==> config.mk <==
export PLATFORM = sky130hd
export DESIGN_NAME = prco_fetch
export DESIGN_NICKNAME = d
export VERILOG_FILES = /design/src/rtl/prco_fetch_pkg.sv /design/src/rtl/prco_fetch_fifo.sv /design/src/rtl/prco_fetch.sv
export SDC_FILE = /design/constraint.sdc
export NUM_CORES = 1
export LEC_CHECK = 0
export ABC_AREA = 1
export ABC_CLOCK_PERIOD_IN_PS = 2800
export BUFFER_PORTS_ARGS = -buffer_cell sky130_fd_sc_hd__buf_2
export CORE_ASPECT_RATIO = 1.1
export CORE_MARGIN = 2
export CORE_UTILIZATION = 50
export DETAILED_ROUTE_END_ITERATION = 8
export PLACE_DENSITY = 0.82
export SLEW_MARGIN = 20
export SYNTH_ARGS = -nofsm -noshare
export SYNTH_HDL_FRONTEND = slang
export SYNTH_SLANG_ARGS = --single-unit
==> constraint.sdc <==
create_clock -name i_clk -period 2.8 [get_ports i_clk]
set_clock_uncertainty 0.2 [all_clocks]
set_input_delay 0.28 -clock i_clk [delete_from_list [all_inputs] [get_ports i_clk]]
set_output_delay 0.28 -clock i_clk [all_outputs]
set_load 0.02 [all_outputs]
==> src/rtl/prco_fetch_pkg.sv <==
// ISA opcodes, fetch-stage constants, FSM state encoding and FIFO entry layout for prco_fetch.
// FETCH_HALTED exists only when PRCO_FETCH_HALT_EN is defined.
package prco_fetch_pkg;

  localparam int PRCO_XLEN       = 16;
  localparam int PRCO_OP_BITS    = 5;
  localparam int PRCO_FIFO_DEPTH = 2;

  localparam logic [PRCO_OP_BITS-1:0] PRCO_OP_NOP  = 5'h00;
  localparam logic [PRCO_OP_BITS-1:0] PRCO_OP_HALT = 5'h1F;

  localparam logic [PRCO_XLEN-1:0] PRCO_RESET_PC = 16'h0000;

  typedef enum logic [1:0] {
    FETCH_IDLE   = 2'd0,
    FETCH_REQ    = 2'd1
`ifdef PRCO_FETCH_HALT_EN
    , FETCH_HALTED = 2'd2
`endif
  } fetch_state_e;

  typedef struct packed {
    logic [PRCO_XLEN-1:0] pc;
    logic [PRCO_XLEN-1:0] instr;
  } fetch_entry_t;

  function automatic logic [PRCO_OP_BITS-1:0] opcode_of(input logic [PRCO_XLEN-1:0] word);
    return word[PRCO_XLEN-1 -: PRCO_OP_BITS];
  endfunction

endpackage

==> src/rtl/prco_fetch_fifo.sv <==
// Synchronous prefetch FIFO with push, pop, flush and occupancy count.
// Flush wins over push/pop; DEPTH must be a power of two so pointers wrap naturally.
module prco_fetch_fifo #(
  parameter int DEPTH = 2,
  parameter int WIDTH = 32,
  localparam int AW = $clog2(DEPTH),
  localparam int CW = $clog2(DEPTH + 1)
) (
  input  logic             clk_i,
  input  logic             rst_ni,
  input  logic             push_i,
  input  logic             pop_i,
  input  logic             flush_i,
  input  logic [WIDTH-1:0] wdata_i,
  output logic [WIDTH-1:0] rdata_o,
  output logic [CW-1:0]    count_o,
  output logic             empty_o
);

  localparam logic [CW-1:0] DEPTH_C = CW'(DEPTH);

  logic [WIDTH-1:0] mem_q [DEPTH];
  logic [AW-1:0]    wr_ptr_q, wr_ptr_d;
  logic [AW-1:0]    rd_ptr_q, rd_ptr_d;
  logic [CW-1:0]    count_q, count_d;
  logic             do_push, do_pop;

  always_comb begin
    do_push  = push_i && (count_q != DEPTH_C);
    do_pop   = pop_i && (count_q != '0);
    wr_ptr_d = wr_ptr_q + AW'(do_push);
    rd_ptr_d = rd_ptr_q + AW'(do_pop);
    count_d  = count_q + CW'(do_push) - CW'(do_pop);
    if (flush_i) begin
      wr_ptr_d = '0;
      rd_ptr_d = '0;
      count_d  = '0;
    end
  end

  always_ff @(posedge clk_i) begin
    if (!rst_ni) begin
      wr_ptr_q <= '0;
      rd_ptr_q <= '0;
      count_q  <= '0;
    end else begin
      wr_ptr_q <= wr_ptr_d;
      rd_ptr_q <= rd_ptr_d;
      count_q  <= count_d;
    end
  end

  // Storage carries no reset; the count alone decides what is valid.
  always_ff @(posedge clk_i) begin
    if (do_push && !flush_i) begin
      mem_q[wr_ptr_q] <= wdata_i;
    end
  end

  assign rdata_o = mem_q[rd_ptr_q];
  assign count_o = count_q;
  assign empty_o = (count_q == '0);

endmodule

==> src/rtl/prco_fetch.sv <==
// PRCO instruction fetch: owns the PC, issues one-word memory reads, buffers them for the decoder.
// Optional feature macro: PRCO_FETCH_HALT_EN (stop fetching after a HALT word is buffered).
module prco_fetch
  import prco_fetch_pkg::*;
#(
  parameter logic [15:0] RESET_PC   = PRCO_RESET_PC,
  parameter int          FIFO_DEPTH = PRCO_FIFO_DEPTH
) (
  input  logic         i_clk,
  input  logic         i_reset_n,
  input  logic         i_branch,
  input  logic [15:0]  i_branch_addr,
  output logic         q_mem_req,
  output logic [15:0]  q_mem_addr,
  input  logic         i_mem_ack,
  input  logic [15:0]  i_mem_data,
  output logic         q_valid,
  input  logic         i_dec_ready,
  output logic [15:0]  q_instr,
  output logic [15:0]  q_pc,
  output fetch_state_e q_dbg_state
);

  // Memory handshake: q_mem_req/q_mem_addr are held until i_mem_ack; the word is valid
  // in the ack cycle. Decoder handshake: an entry moves when q_valid && i_dec_ready.

  localparam int CW = $clog2(FIFO_DEPTH + 1);
  localparam logic [CW:0] DEPTH_C = (CW+1)'(FIFO_DEPTH);

  fetch_state_e state_q, state_d;
  logic [15:0]  pc_q, pc_d;
  logic [15:0]  tgt_q, tgt_d;
  logic         drop_q, drop_d;

  logic         push, pop;
  logic [CW-1:0] fifo_count;
  logic [CW:0]  count_after;
  logic         room_after;
  logic         fifo_empty;
  fetch_entry_t fifo_head;

  assign push        = (state_q == FETCH_REQ) && i_mem_ack && !drop_q && !i_branch;
  assign pop         = q_valid && i_dec_ready && !i_branch;
  assign count_after = {1'b0, fifo_count} + {{CW{1'b0}}, push} - {{CW{1'b0}}, pop};
  assign room_after  = count_after < DEPTH_C;

  prco_fetch_fifo #(
    .DEPTH (FIFO_DEPTH),
    .WIDTH (32)
  ) u_fifo (
    .clk_i   (i_clk),
    .rst_ni  (i_reset_n),
    .push_i  (push),
    .pop_i   (pop),
    .flush_i (i_branch),
    .wdata_i ({pc_q, i_mem_data}),
    .rdata_o (fifo_head),
    .count_o (fifo_count),
    .empty_o (fifo_empty)
  );

  always_ff @(posedge i_clk) begin
    if (!i_reset_n) begin
      state_q <= FETCH_IDLE;
      pc_q    <= RESET_PC;
      tgt_q   <= RESET_PC;
      drop_q  <= 1'b0;
    end else begin
      state_q <= state_d;
      pc_q    <= pc_d;
      tgt_q   <= tgt_d;
      drop_q  <= drop_d;
    end
  end

  always_comb begin
    state_d = state_q;
    pc_d    = pc_q;
    tgt_d   = tgt_q;
    drop_d  = drop_q;
    if (i_branch) begin
      // An unacked request cannot be withdrawn: remember the target and discard its data.
      if ((state_q == FETCH_REQ) && !i_mem_ack) begin
        drop_d = 1'b1;
        tgt_d  = i_branch_addr;
      end else begin
        drop_d  = 1'b0;
        pc_d    = i_branch_addr;
        state_d = FETCH_REQ;
      end
    end else begin
      case (state_q)
        FETCH_IDLE: begin
          if ({1'b0, fifo_count} < DEPTH_C) state_d = FETCH_REQ;
        end
        FETCH_REQ: begin
          if (i_mem_ack) begin
            if (drop_q) begin
              drop_d = 1'b0;
              pc_d   = tgt_q;
            end else begin
              pc_d = pc_q + 16'd1;
`ifdef PRCO_FETCH_HALT_EN
              if (opcode_of(i_mem_data) == PRCO_OP_HALT) state_d = FETCH_HALTED;
              else if (!room_after) state_d = FETCH_IDLE;
`else
              if (!room_after) state_d = FETCH_IDLE;
`endif
            end
          end
        end
`ifdef PRCO_FETCH_HALT_EN
        FETCH_HALTED: state_d = FETCH_HALTED;
`endif
        default: state_d = FETCH_IDLE;
      endcase
    end
  end

  always_comb begin
    q_mem_req   = (state_q == FETCH_REQ);
    q_mem_addr  = pc_q;
    q_valid     = !fifo_empty;
    q_dbg_state = state_q;
    if (fifo_empty) begin
      q_pc    = 16'h0000;
      q_instr = {PRCO_OP_NOP, {(16-PRCO_OP_BITS){1'b0}}};
    end else begin
      q_pc    = fifo_head.pc;
      q_instr = fifo_head.instr;
    end
  end

endmodule
==> results_dict.tcl, run 1 <==
set metrics [dict create \
    status "finished clean" \
    holdWs_ns 0.0144 \
    io_pins 89 \
    num_rows 36 \
    die-height_um 104 \
    hold_end "tgt_q[9]" \
    postRouteAntennaNets 0 \
    grt_pass1_vias 3530 \
    start_kind "register" \
    arrival_ns 2.55 \
    cts_inserted_buffers 9 \
    critPathMaxFanout 6 \
    io_buffer_count 87 \
    power.switching_mw 0.724 \
    clkPwrFrac 0.303 \
    grt_start_max_net_pins 33 \
    max_clock_freq_ghz 0.405 \
    ff2ff_path_depth 9 \
    route.met2.wl_um 5030 \
    start_util 0.514 \
    cts_sinks 102 \
    pre_cts_ws_ns 0.313 \
    drc 0 \
    cts_setup_buffers 0 \
    syn_avg_cell_area_sq_um 9.23 \
    top_layer_used "met4" \
    dr.first_iter.drc_count 164 \
    p_per_area_mw_per_mm2 521 \
    period_share 0.882 \
    dp_cells 678 \
    grt.total_usage 0.209 \
    yosysWarnings 0 \
    dr_wl_met3_um 729 \
    drv_slew 0 \
    end_kind "register" \
    r2r-end "q_dbg_state[0]" \
    worst_pin_slew_ns 0.541 \
    clk_path_buf_depth 2 \
    setup_viol 0 \
    placed_cell_area_sq_mm 0.00511 \
    vias 3737 \
    final_util 0.625 \
    layout_setup_ws_ns 0.331 \
    root_buffer "clkbuf_8" \
    path_clk_slew_ns 0.10 \
    hp-start "i_branch_addr[9]" \
    p_leak_nw 2.27 \
    switching_share 0.250 \
    power_frac_comb 0.110 \
    ys_seq_area_frac 0.588 \
    rsz0062_at_grt "false" \
    drt-total-wl_um 10200 \
    firstDrtPassIters 5 \
    syn-num-nets 536 \
    syn_inst 494 \
    final_cells 719 \
    diodes 0 \
    syn_area_sq_mm 0.00456 \
    grt_pass1_wl_um 16400 \
    whs_path_depth 3 \
    hold_class "primary input to register" \
    met1_length_um 4270 \
    peakVddDrop_mv 0.319 \
    r2r_start "u_fifo.count_o[1]" \
    antenna_found_initial 0 \
    overflow 0 \
    fin_area_sq_mm 0.00555 \
    finalHoldViolations 0 \
    clock_latency_ns 0.37 \
    globalplace.congestion 0.906 \
    via_per_inst 5.20 \
    seq_power_share 0.587 \
    cap_violations 0 \
    die_x_um 95.1 \
    fin_nets 642 \
    die_area_sq_mm 0.00990 \
    cts_htree_levels 3 \
    r2r_setup_slack_ns 0.33 \
    layout_min_cycle_time_ns 2.47 \
    crit_type "register to register" \
    power_mw 2.89 \
    post_route_cells_drive_above_1_share 0.228 \
    cts_tree "yes" \
    ys_seq_elements 102 \
    fin_setup_tns_ns 0 \
    hold_buffers 25 \
    ys_types 35 \
    dp_hpwl_um 7010 \
    cts_resized 0 \
    required_ns 2.88 \
    area_growth_pct 21.7 \
    core_area_sq_mm 0.00887 \
    wl_per_cell_um 14.1 \
    relSlewSlack 0.638 \
    intPower_mw 2.17 \
]
-- layout by cell type, fill, tap and decap left out, types with 12 or more instances in the layout --
cell type,instances
nand2_1,126
buf_2,87
a21oi_1,65
edfxtp_1,64
inv_1,46
dfxtp_1,38
dlygate4sd3_1,25
o21ai_0,23
nand3_1,21
nor2_1,19
clkbuf_8,12
-- sequential cells by signal, indices dropped and copies added (netlist names) --
name	flops
u_fifo.wr_ptr_q	1
u_fifo.mem_q	64
q_mem_addr	16
tgt_q	16
u_fifo.count_o	2
q_dbg_state	1
drop_q	1
u_fifo.rd_ptr_q	1
-- cell type report --
type	instances	area, sq um
Fill cell	743	3320
Inverter	51	191
Tap cell	114	143
Multi-Input combinational cell	316	1570
Clock buffer	13	169
Timing Repair Buffer	120	771
Sequential cell	102	2680
Clock inverter	3	18.8
-- how the worst max path moves through the flow --
stage                                  from        endpoint  slack, ns  cells past startpoint
after floorplan           u_fifo.count_o[1]  q_dbg_state[0]       0.22                      9
after global placement    u_fifo.count_o[1]  q_dbg_state[0]       0.43                      9
after detailed placement  u_fifo.count_o[1]  q_dbg_state[0]       0.31                      9
after CTS                 u_fifo.count_o[1]  q_dbg_state[0]       0.31                      9
after global routing      u_fifo.count_o[1]  q_dbg_state[0]       0.13                      9
final                     u_fifo.count_o[1]  q_dbg_state[0]       0.33                      9
-- synth_stat cells (all sizes together) --
cell,count,area (sq um)
nand2,130,517
a21oi,72,387
edfxtp,64,1920
inv,50,188
dfxtp,38,761
o21ai,31,159
nor2,29,131
nand3,21,105
clkbuf,14,52.6
buf,11,77.6
nand4,6,37.5
o22ai,6,37.5
a211oi,4,30.0
ha,4,50.1
o211ai,3,22.5
nor3,2,10.0
or2,2,12.5
a221oi,1,8.76
clkinv,1,3.75
conb,1,3.75
fa,1,20.0
o21bai,1,7.51
o221ai,1,8.76
xnor2,1,8.76
-- routing by layer --
metal,GRT usage,vias to the layer above
li1,-,1873
met4,0.0611,0
met3,0.0514,9
met1,0.263,1705
met5,0,-
met2,0.353,150
-- cell families after synthesis --
logic type | synth area share
flops | 0.588
compound gates | 0.145
xor+xnor | 0.00192
simple gates | 0.178
buf+inv | 0.0705
fa+ha+maj | 0.0154
other cells | 0.000822
-- power groups by stage --
stage / clock [mW] / sequential (mW) / combinational [mW]
after floorplan: 0 / 1.74 / 0.170
after global placement: 0 / 1.73 / 0.280
after detailed placement: 0 / 1.73 / 0.290
after CTS: 0.895 / 1.70 / 0.318
after global routing: 0.948 / 1.71 / 0.353
final: 0.876 / 1.70 / 0.318
-- critical path, cell delays in order, from the launching register on --
cell and delay, ns:
dfxtp_1 0.48, nor2_2 0.06, inv_1 0.06, nand2_1 0.10
nor2_1 0.11, ha_1 0.23, or2_2 0.30, fa_1 0.48
o21ai_0 0.08, a221oi_1 0.28
Power figures use the tool's default switching activity.
==> run 2: changes to the inputs <==
Settings changed: CORE_ASPECT_RATIO 1.1 to not set.
==> run 2 against run 1 <==
Net effect: hold slack worse by 0.010 ns; global-route usage rose by 0.61 points; largest cell class unchanged; first-iteration DRC count increased by 22%; routed wire length rose by 3.0%; critical path depth is the same; critical path type unchanged; clock power fell by 2%; die area barely moved; power decreased by 0.53%; flip-flop and latch count did not move; combinational power hardly changed; sequential power about the same; clock-buffer cell count down 4.
==> results_dict.tcl, run 2 (synthesis gave the netlist of run 1 again) <==
set metrics [dict create \
    overflow 0 \
    layout_setup_ws_ns 0.292 \
    drc 0 \
    io_buffer_count 87 \
    fillers 737 \
    die_area_sq_mm 0.00990 \
    grt_start_max_net_pins 34 \
    arrival_ns 2.57 \
    ff2ff_path_depth 9 \
    r2r-end "q_dbg_state[0]" \
    layout_common_cells "126 x nand2_1, 87 x buf_2, 65 x a21oi_1" \
    cts_tree "yes" \
    die-height_um 99.5 \
    antenna_found_initial 0 \
    status "finished clean" \
    end_kind "register" \
    io_pins 89 \
    peakVddDrop_mv 0.344 \
    max_clock_freq_ghz 0.399 \
    dr.first_iter.drc_count 200 \
    power_mw 2.88 \
    relSlewSlack 0.535 \
    firstDrtPassIters 5 \
    globalplace.congestion 0.868 \
    wl_per_cell_um 14.7 \
    period_share 0.896 \
    whs_path_depth 3 \
    ff_latch_area_sq_mm 0.00268 \
    regMostFlops "u_fifo.mem_q" \
    fin_setup_tns_ns 0 \
    area_growth_pct 20.7 \
    post_route_cells_drive_above_1_share 0.232 \
    layout_min_cycle_time_ns 2.51 \
    cts_inserted_buffers 9 \
    cts_htree_levels 3 \
    worst_pin_slew_ns 0.696 \
    setup_viol 0 \
    diodes 0 \
    p_per_area_mw_per_mm2 523 \
    hp-start "i_branch_addr[15]" \
    path_clk_slew_ns 0.10 \
    start_kind "register" \
    final_util 0.628 \
    r2r_start "u_fifo.count_o[1]" \
    r2r_setup_slack_ns 0.29 \
    drv_slew 0 \
    clk_path_buf_depth 2 \
    pre_cts_ws_ns 0.294 \
    vias 3780 \
    finalHoldViolations 0 \
    cpPeakStageDelay_ns 0.48 \
    grt.total_usage 0.215 \
    drt-total-wl_um 10500 \
    fin_area_sq_mm 0.00551 \
    grt_pass1_vias 3583 \
    required_ns 2.86 \
    hold_end "tgt_q[15]" \
    dp_hpwl_um 6970 \
    cap_violations 0 \
    multiInputGateArea_sq_mm 0.00157 \
    postRouteAntennaNets 0 \
    cts_sinks 102 \
    clock_latency_ns 0.37 \
    start_util 0.520 \
    critPathMaxFanout 6 \
    layout_commonest_cell "nand2_1" \
    crit_type "register to register" \
    cts_resized 0 \
    largest_register_ffs 64 \
    placed_cell_area_sq_mm 0.00511 \
    core_area_sq_mm 0.00876 \
    slowest_stage "dfxtp_1" \
    via_per_inst 5.31 \
    p_leak_nw 2.26 \
    fin_nets 641 \
    hold_class "primary input to register" \
    die_x_um 99.5 \
    grt_pass1_wl_um 17100 \
    root_buffer "clkbuf_8" \
    num_rows 34 \
    cp_cell_sequence "nor2_2, inv_1, nand2_1, nor2_1, ha_1, or2_2, fa_1, o21ai_0, a221oi_1" \
    rsz0062_at_grt "false" \
]
run 2: cell count changes in the layout (fill, tap and decap cells not counted), moves of 2 or more:
cell           before  now
inv_6               0    2
dlygate4sd3_1      25   22
clkbuf_8           12    9
buf_4               6    9
run 2: cell type report:
type,count,share of cell area
clock buffers,9,0.0225
clock inverters,7,0.0100
inverters,51,0.0348
multi-input cells,316,0.286
flip-flops and latches,102,0.487
well taps,108,0.0245
repair buffers,119,0.135
run 2: repair_timing:
action,CTS,global route
hold buffers,22,0
buffers inserted,0,0
endpoints found under the hold margin,38,0
run 2: through the flow:
| step | std cells | hold WS [ns] |
|---|---|---|
| finish | 712 | 0.00417 |
| global route | 712 | 0.00460 |
| CTS | 712 | 0.0000289 |
| global placement | 674 | 0.239 |
| detailed placement | 674 | 0.263 |
| floorplan | 494 | 0.179 |
run 2: routing by layer:
| metal | part of all wire | global-route usage | up-vias |
|---|---|---|---|
| met5 | 0 | 0 | - |
| met2 | 0.48 | 0.366 | 146 |
| met3 | 0.072 | 0.0527 | 13 |
| met4 | 0.0085 | 0.0390 | 0 |
| li1 | - | - | 1881 |
| met1 | 0.44 | 0.285 | 1740 |
run 2: how the worst max path moves through the flow:
stage | startpoint | endpoint | cells past startpoint
after floorplan | u_fifo.count_o[1] | q_dbg_state[0] | 9
after global placement | u_fifo.count_o[1] | q_dbg_state[0] | 9
after detailed placement | u_fifo.count_o[1] | q_dbg_state[0] | 9
after CTS | u_fifo.count_o[1] | q_dbg_state[0] | 9
after global routing | u_fifo.count_o[1] | q_dbg_state[0] | 9
final | u_fifo.count_o[1] | q_dbg_state[0] | 9
run 2: power by group:
part           switching [mW]  leakage, nW  internal [mW]
clock network           0.524       0.0935          0.335
registers              0.0510        0.901           1.65
logic                   0.195         1.26          0.123
run 2: worst max-delay path, delay by kind of cell (launching register included):
kind            cells  cell delay [ns]
buf+inv             1             0.07
simple gates        4             0.57
compound gates      2             0.38
fa+ha+maj           2             0.71
flops               1             0.48
==> run 3: changes to the inputs <==
Settings changed: CORE_MARGIN 2 to 1, RECOVER_POWER set to 100.
==> run 3 against run 2 <==
Net effect: critical path depth down 2; global-route usage grew 1.2 points; fmax fell by 3.4%; first-iteration DRC count down 3.5%; highest routed layer unchanged.
==> results_dict.tcl, run 3 (synthesis gave the netlist of run 1 again) <==
set metrics [dict create \
    status "finished clean" \
    antenna_found_initial 0 \
    rsz0062_at_grt "false" \
    top_layer_used "met4" \
    cp_cell_sequence "nand2_1, inv_1, nand2_1, inv_1, nand2_1, nor2_1, buf_4" \
    postRouteAntennaNets 0 \
    whs_path_depth 3 \
    crit_top_cell "nand2_1" \
    finalHoldViolations 0 \
    firstDrtPassIters 5 \
    critPathMaxFanout 13 \
    die-height_um 97.5 \
    dr_wl_met3_um 581 \
    cts_htree_levels 3 \
    grt.total_usage 0.227 \
    drc 0 \
    dr.first_iter.drc_count 193 \
    start_util 0.520 \
    slowest_stage "nor2_1" \
    grt_pass1_wl_um 17200 \
    ff2ff_path_depth 7 \
    p_leak_nw 2.02 \
    hold_class "primary input to register" \
    layout_commonest_cell "nand2_1" \
    io_pins 89 \
    largest_register_ffs 64 \
    final_util 0.621 \
    core_area_sq_mm 0.00876 \
    post_route_cells_drive_above_1_share 0.107 \
    layout_common_cells "127 x nand2_1, 67 x clkbuf_1, 66 x a21oi_1" \
    arrival_ns 2.47 \
    cts_sinks 102 \
    clk_path_buf_depth 2 \
    cpPeakStageDelay_ns 0.92 \
    cts_inserted_buffers 9 \
    diodes 0 \
    route.met2.wl_um 5150 \
    start_kind "register" \
    wl_per_cell_um 14.7 \
    worst_pin_slew_ns 1.20 \
    fin_area_sq_mm 0.00544 \
    layout_min_cycle_time_ns 2.59 \
    regMostFlops "u_fifo.mem_q" \
    period_share 0.927 \
    cts_tree "yes" \
    dp_hpwl_um 7050 \
    cap_violations 0 \
    num_rows 34 \
    max_clock_freq_ghz 0.385 \
    relSlewSlack 0.198 \
    area_growth_pct 19.2 \
    die_area_sq_mm 0.00951 \
    path_clk_slew_ns 0.09 \
    end_kind "register" \
    overflow 0 \
    io_buffer_count 87 \
    drt-total-wl_um 10500 \
    die_x_um 97.5 \
    grt_start_max_net_pins 33 \
    grt_pass1_vias 3556 \
    setup_viol 0 \
    peakVddDrop_mv 0.239 \
    fin_nets 644 \
    crit_type "register to register" \
    root_buffer "clkbuf_8" \
    cts_setup_buffers 0 \
    globalplace.congestion 0.876 \
    fillers 779 \
    required_ns 2.67 \
    via_per_inst 5.25 \
    drv_slew 0 \
    p_per_area_mw_per_mm2 540 \
    multiInputGateArea_sq_mm 0.00154 \
    clock_latency_ns 0.36 \
    ff_latch_area_sq_mm 0.00268 \
    placed_cell_area_sq_mm 0.00512 \
    met1_length_um 4620 \
    vias 3753 \
    fin_setup_tns_ns 0 \
]
==> run 3: cell types whose count changed in the layout (fill, tap and decap cells not counted), moves of 3 or more <==
cell / delta
buf_4: -3
buf_2: -65
dlygate4sd3_1: +3
clkbuf_1: +67
nor2_1: +4
==> run 3: final timing paths <==
| path | endpoint | startpoint | slack, ns |
|---|---|---|---|
| setup / recovery | u_fifo.mem_q[0][24] | q_dbg_state[0] | 0.21 |
| setup reg to reg | u_fifo.mem_q[0][24] | q_dbg_state[0] | 0.21 |
| hold reg to reg | tgt_q[2] | tgt_q[2] | 0.27 |
| hold / removal | tgt_q[9] | i_branch_addr[9] | 0.02 |
==> run 3: per-stage QoR <==
step	std cells	total power, mW	hold WS, ns	setup WS [ns]
6_report	715	2.94	0.0202	0.205
5_1_grt	715	3.05	0.0232	0.0358
4_1_cts	715	2.97	0.00820	0.210
3_5_place_dp	674	2.02	0.256	0.237
3_3_place_gp	674	2.01	0.238	0.425
2_1_floorplan	494	1.91	0.179	0.225
==> run 3: worst max-delay path: cells and delay by family, from the launching register on <==
| family | cells | cell delay [ns] |
|---|---|---|
| and+or+nand+nor | 4 | 1.23 |
| buffers and inverters | 3 | 0.45 |
| DFF | 1 | 0.42 |
==> run 3: what timing repair did <==
action / 4_1_cts / 5_1_grt
hold buffers: 25 / 0
hold endpoints to repair: 41 / 0
setup endpoints to repair: 0 / 0
gates resized for setup: 0 / 0
==> run 3: report_power, final <==
part           leakage [nW]  internal (mW)  switching, mW
clock                 0.103          0.421          0.507
combinational          1.02          0.113          0.194
sequential            0.901           1.65         0.0505
total                  2.02           2.18          0.752
==> run 3: cell type report <==
type,count,area share
clock buffer,10,0.0235
clock inverter,6,0.0136
inverter,51,0.0352
multi-input combinational,316,0.284
sequential,102,0.493
tap,108,0.0249
timing repair buffer,122,0.126
==> run 3: routing by layer <==
metal / track usage / vias to the layer above
li1: - / 1877
met1: 0.287 / 1734
met2: 0.384 / 123
met3: 0.0475 / 19
met4: 0.0826 / 0
met5: 0 / -
